$ cat src/rtl/score_display.sv
// score_display: double-dabble score to seven-segment driver; in clk/reset/start/bin_in/mode/lzb, out seg/bcd/busy/done/overflow
module score_display #(
  parameter int WIDTH = 7,
  parameter int DIGITS = 3,
  parameter int BLINK_DIV = 100
) (
  input  logic                  clk,
  input  logic                  reset,
  input  logic                  start,
  input  logic [WIDTH-1:0]      bin_in,
  input  logic [1:0]            mode,
  input  logic                  lzb,
  output logic [7*DIGITS-1:0]   seg,
  output logic [4*DIGITS-1:0]   bcd,
  output logic                  busy,
  output logic                  done,
  output logic                  overflow
);
  localparam int CW = BLINK_DIV > 1 ? $clog2(BLINK_DIV) : 1;
  localparam int BW = $clog2(WIDTH + 1);
  localparam logic [31:0] MAXVAL = 32'(10 ** DIGITS - 1);
  localparam logic [111:0] LUT = {42'h0, 7'h6F, 7'h7F, 7'h07, 7'h7D, 7'h6D, 7'h66, 7'h4F, 7'h5B, 7'h06, 7'h3F};
  typedef enum logic [1:0] {IDLE, SHIFT, LATCH} state_t;
  state_t r_state;
  logic [WIDTH-1:0] r_sh;
  logic [4*DIGITS-1:0] r_wb, r_bcd, w_adj, w_next;
  logic [BW-1:0] r_bit;
  logic [CW-1:0] r_cnt;
  logic [7*DIGITS-1:0] w_seg;
  logic r_ovp, r_ovf, r_busy, r_done, r_phase, w_on;
  always_comb begin
    w_adj = r_wb;
    for (int k = 0; k < DIGITS; k++)
      w_adj[4*k+:4] = r_wb[4*k+:4] >= 4'd5 ? r_wb[4*k+:4] + 4'd3 : r_wb[4*k+:4];
  end
  assign w_next = {w_adj[4*DIGITS-2:0], r_sh[WIDTH-1]};
  always_comb begin
    logic nz;
    w_seg = '0;
    nz = 1'b0;
    for (int k = DIGITS - 1; k >= 0; k--) begin
      nz = nz | (r_bcd[4*k+:4] != 4'd0) | (k == 0) | !lzb;
      w_seg[7*k+:7] = nz ? LUT[7*r_bcd[4*k+:4]+:7] : 7'h00;
    end
  end
  assign w_on = (mode == 2'b01) | (mode == 2'b10 & r_phase) | (mode == 2'b11 & (!r_ovf | r_phase));
  assign seg = w_on ? w_seg : '0;
  assign bcd = r_bcd;
  assign busy = r_busy;
  assign done = r_done;
  assign overflow = r_ovf;
  always_ff @(posedge clk) begin
    if (reset) begin
      r_state <= IDLE;
      r_sh <= '0;
      r_wb <= '0;
      r_bit <= '0;
      r_ovp <= 1'b0;
      r_ovf <= 1'b0;
      r_bcd <= '0;
      r_busy <= 1'b0;
      r_done <= 1'b0;
    end else begin
      case (r_state)
        IDLE: if (start) begin
          r_sh <= bin_in;
          r_wb <= '0;
          r_bit <= BW'(WIDTH);
          r_ovp <= 32'(bin_in) > MAXVAL;
          r_busy <= 1'b1;
          r_state <= SHIFT;
        end
        SHIFT: begin
          r_sh <= r_sh << 1;
          r_wb <= w_next;
          r_bit <= r_bit - BW'(1);
          // results are written on the final shift so they are visible during LATCH
          if (r_bit == BW'(1)) begin
            r_bcd <= r_ovp ? {DIGITS{4'h9}} : w_next;
            r_ovf <= r_ovp;
            r_done <= 1'b1;
            r_state <= LATCH;
          end
        end
        LATCH: begin
          r_done <= 1'b0;
          r_busy <= 1'b0;
          r_state <= IDLE;
        end
        default: r_state <= IDLE;
      endcase
    end
  end
  always_ff @(posedge clk) begin
    if (reset) begin
      r_cnt <= '0;
      r_phase <= 1'b1;
    end else if (r_cnt == CW'(BLINK_DIV - 1)) begin
      r_cnt <= '0;
      r_phase <= !r_phase;
    end else begin
      r_cnt <= r_cnt + CW'(1);
    end
  end
endmodule

$ cat config.mk
export PLATFORM = sky130hd
export DESIGN_NAME = score_display
export DESIGN_NICKNAME = d
export VERILOG_FILES = /design/src/rtl/score_display.sv
export SDC_FILE = /design/constraint.sdc
export NUM_CORES = 1
export LEC_CHECK = 0
export ABC_AREA = 1
export CORE_MARGIN = 3
export CORE_UTILIZATION = 40
export DETAILED_ROUTE_END_ITERATION = 8
export PLACE_DENSITY = 0.66
export REMOVE_ABC_BUFFERS = 1
export SLEW_MARGIN = 20
export SYNTH_ARGS = -nofsm -noshare
export SYNTH_HDL_FRONTEND = slang
export SYNTH_SLANG_ARGS = --single-unit
$ cat constraint.sdc
create_clock -name clk -period 1.33 [get_ports clk]
set_clock_uncertainty 0.1 [all_clocks]
set_input_delay 0.133 -clock clk [delete_from_list [all_inputs] [get_ports clk]]
set_output_delay 0.133 -clock clk [all_outputs]
set_load 0.01 [all_outputs]
==> impl_metrics.prom <==
# TYPE chip_impl_metric gauge
chip_impl_metric{name="netlist-cell-type-count",unit=""} 33
chip_impl_info{name="final_common_cell",value="sky130_fd_sc_hd__nand2_1"} 1
chip_impl_info{name="final_cell_mix",value="71 x sky130_fd_sc_hd__nand2_1, 60 x sky130_fd_sc_hd__buf_4, 41 x sky130_fd_sc_hd__inv_1"} 1
chip_impl_metric{name="die_y",unit="µm"} 87.9
chip_impl_info{name="cts_tree",value="done"} 1
chip_impl_metric{name="gp_congestion",unit=""} 0.883
chip_impl_metric{name="area_growth",unit="%"} 67.4
chip_impl_metric{name="dp.final_hpwl",unit="µm"} 4800
chip_impl_metric{name="net-switching-power",unit="mW"} 1.19
chip_impl_metric{name="comb_power_share",unit="%"} 32.7
chip_impl_metric{name="worstPathMaxFanout",unit=""} 6
chip_impl_metric{name="insertedDiodeCount",unit=""} 0
chip_impl_metric{name="postLayoutSetupSlackWorst",unit="ns"} -0.332
chip_impl_metric{name="layout.nets",unit=""} 553
chip_impl_metric{name="detail_route.drc_violations",unit=""} 0
chip_impl_metric{name="drive_gt1_share",unit="%"} 51.1
chip_impl_metric{name="grt_first_pass_wirelength",unit="µm"} 10800
chip_impl_metric{name="final_area",unit="mm²"} 0.00449
chip_impl_metric{name="worst_skew_pair.late_latency",unit="ns"} 0.30
chip_impl_metric{name="finalHoldViolCount",unit=""} 0
chip_impl_metric{name="cts.sinks",unit=""} 46
chip_impl_metric{name="intPower",unit="mW"} 2.61
chip_impl_metric{name="place.detailed.instances",unit=""} 570
chip_impl_metric{name="detail_route.first_pass.iterations",unit=""} 4
chip_impl_metric{name="design.die.area",unit="mm²"} 0.00773
chip_impl_metric{name="grt_max_degree",unit=""} 18
chip_impl_metric{name="core_area",unit="mm²"} 0.00642
chip_impl_info{name="violations",value="negative setup slack"} 1
chip_impl_metric{name="power_switching_share",unit="%"} 31.4
chip_impl_metric{name="postSynthAreaPerCell",unit="µm²"} 6.81
chip_impl_metric{name="setup_total_negative_slack",unit="ns"} -6.70
chip_impl_metric{name="worst_ir_drop_vdd",unit="mV"} 0.695
chip_impl_metric{name="placed_area",unit="mm²"} 0.00365
chip_impl_info{name="cp_top_family",value="flip-flops"} 1
chip_impl_metric{name="syn_area",unit="mm²"} 0.00268
chip_impl_metric{name="drt-total-wl",unit="µm"} 7370
chip_impl_metric{name="fin_worst_hold_slack",unit="ns"} 0.329
chip_impl_metric{name="pre_cts_ws",unit="ns"} -0.590
chip_impl_metric{name="worst_ep_required_time",unit="ns"} 1.10
chip_impl_metric{name="finalSetupViolations",unit=""} 32
chip_impl_metric{name="dr_total_vias",unit=""} 2886
chip_impl_metric{name="start_util",unit="%"} 41.8
chip_impl_metric{name="max_freq",unit="GHz"} 0.602
chip_impl_metric{name="timing.final.crit_period",unit="ns"} 1.66
chip_impl_metric{name="final_min_period_over_clock_period",unit="%"} 125
chip_impl_metric{name="boundaryPins",unit=""} 49
chip_impl_info{name="crit_path_start_kind",value="flip-flop"} 1
chip_impl_metric{name="drt-initial-drc-count",unit=""} 76
chip_impl_metric{name="layoutNonFillerInstCount",unit=""} 594
chip_impl_metric{name="globalRouteTotalUtil",unit="%"} 17.3
chip_impl_metric{name="crit_arrival",unit="ns"} 1.43
chip_impl_metric{name="numPortBuffers",unit=""} 47
chip_impl_info{name="clk_root_buffer_cell",value="sky130_fd_sc_hd__clkbuf_8"} 1
chip_impl_metric{name="synthCells",unit=""} 394
chip_impl_metric{name="yosys_warnings",unit=""} 0
chip_impl_metric{name="clkSlewWorstSetupHoldPaths",unit="ns"} 0.09
chip_impl_metric{name="routed_via_density",unit=""} 4.86
chip_impl_metric{name="fp.dieW",unit="µm"} 87.9
chip_impl_metric{name="wl_cell",unit="µm"} 12.4
chip_impl_metric{name="cts_max_level",unit=""} 2
chip_impl_metric{name="num_rows",unit=""} 29
chip_impl_metric{name="clock_power_share",unit="%"} 27.5
chip_impl_info{name="critical_path.slowest_cell",value="sky130_fd_sc_hd__dfxtp_2"} 1
chip_impl_metric{name="grt.overflow.total",unit=""} 0
chip_impl_metric{name="cp.buffers_inverters",unit=""} 2
chip_impl_info{name="crit_top_cell",value="sky130_fd_sc_hd__nand2_4"} 1
chip_impl_metric{name="power.density_cell_area",unit="mW/mm²"} 846
chip_impl_metric{name="synth-seq-area-share",unit="%"} 34.3
chip_impl_info{name="path_class",value="reg -> out"} 1
chip_impl_info{name="worstSetupEndpointType",value="primary output"} 1
chip_impl_metric{name="final_max_slew_viol_count",unit=""} 0
chip_impl_metric{name="antenna_violations_before_repair",unit=""} 0
chip_impl_metric{name="number_of_clock_buffers_inserted_by_tritoncts",unit=""} 5
chip_impl_metric{name="ys_seq_elements",unit=""} 46
chip_impl_metric{name="grt_pass1_vias",unit=""} 2539
chip_impl_metric{name="maxCapViolations",unit=""} 0
chip_impl_info{name="rsz0062_at_grt",value="yes"} 1
chip_impl_metric{name="filler_cell_count",unit=""} 487
chip_impl_metric{name="power.share.sequential",unit="%"} 39.7
chip_impl_metric{name="total_leakage_power",unit="nW"} 2.09
chip_impl_info{name="crit_path_cell_trace",value="inv_2 -> ha_4 -> nand2_4 -> nor2_4 -> nor2_2 -> nand2_4 -> a21oi_2 -> buf_2"} 1
chip_impl_info{name="worst_hold_path_type",value="in -> reg"} 1
chip_impl_metric{name="slowest_delay",unit="ns"} 0.34
chip_impl_info{name="outcome",value="complete, but fails checks"} 1
chip_impl_metric{name="ctsLongestPathBuffers",unit=""} 2
chip_impl_metric{name="drt.antenna.violating_nets",unit=""} 0
-- sequential cells by signal (all words and copies together) (netlist names) --
register and count:
bcd 12, r_wb 12, busy 1, r_sh 7, r_state 2, r_cnt 7
r_bit 3, done 1, r_phase 1
-- synth_stat cells (all sizes together) --
cell type | n | area (µm²)
a31oi | 1 | 6.26
clkbuf | 1 | 3.75
mux2i | 1 | 10.0
o22ai | 3 | 25.0
dfxtp | 46 | 921
inv | 69 | 259
conb | 1 | 3.75
a21oi | 25 | 125
xor2 | 2 | 17.5
a211oi | 1 | 7.51
o21ai | 42 | 233
buf | 5 | 40.0
nand2 | 92 | 358
ha | 24 | 300
nand4 | 4 | 25.0
nand3 | 17 | 85.1
clkinv | 1 | 3.75
a21boi | 1 | 7.51
nor2 | 53 | 216
or2 | 1 | 6.26
nor3 | 1 | 5.00
nand3b | 1 | 7.51
xnor2 | 2 | 17.5
-- logic make-up (layout without fill, tap and decap cells) --
family	after synthesis	in the layout	synth area share (%)
adders and majority gates	24	24	11.2
DFF	46	46	34.3
other	1	1	0.140
xor gates and xnor gates	4	4	1.31
AOI/OAI and AO/OA	73	73	15.1
and+or+nand+nor	169	169	26.2
muxes	1	1	0.373
buffers and inverters	76	199	11.4
-- power by group through the flow --
stage	clock (mW)	sequential (mW)	combinational [mW]
after floorplan	0	1.54	0.448
after global placement	0	1.52	1.03
after detailed placement	0	1.52	1.04
after CTS	1.07	1.50	1.00
after global routing	1.14	1.52	1.36
final	1.05	1.51	1.24
-- path summary, 6_finish.rpt --
path / startpoint / end / slack [ns] / cells past startpoint
min reg2reg: r_sh[4] / r_sh[4] / 0.37 / 2
min: bin_in[0] / r_sh[0] / 0.33 / 3
max: bcd[9] / seg[20] / -0.33 / 8
max reg2reg: r_bit[1] / bcd[3] / -0.07 / 9
-- layout make-up --
cell class,instances,area [µm²],share of cell area [%]
Sequential cell,46,965,21.5
Timing Repair inverter,1,6.26,0.139
Tap cell,77,96.3,2.14
Inverter,70,285,6.35
Clock inverter,3,45.0,1.00
Multi-Input combinational cell,272,2020,45.0
Clock buffer,5,68.8,1.53
Timing Repair Buffer,120,1010,22.4
-- worst register-to-register path: cells and delay by family, from the launching register on --
kind	cells	cell delay (ns)
AO/OA/AOI/OAI	2	0.22
buffers and inverters	4	0.32
adder cells (fa/ha/maj)	1	0.12
flip-flops	1	0.33
AND/OR/NAND/NOR	2	0.26
-- stage by stage --
stage / util (%) / total power, mW
floorplan: - / 1.99
global placement: 56.9 / 2.55
detailed placement: 56.9 / 2.56
CTS: 60.5 / 3.58
global route: 69.9 / 4.03
finish: 69.9 / 3.80
-- routing by layer --
layer	share of wire [%]	GRT usage [%]	vias to the layer above
met5	0	0	-
met4	1.5	7.81	0
met3	4.2	3.57	7
met2	52	29.2	63
met1	43	21.0	1336
li1	-	-	1480
-- what timing repair did --
item | 4_1_cts | 5_1_grt
endpoints found under the hold margin | 0 | 0
hold buffers | 0 | 0
setup endpoints to repair | 63 | 68
buffers inserted | 5 | 8
gates resized for setup | 183 | 158
pin swaps | 21 | 42
gates cloned | 0 | 3
Note: power is estimated with default switching activity, not from simulation.
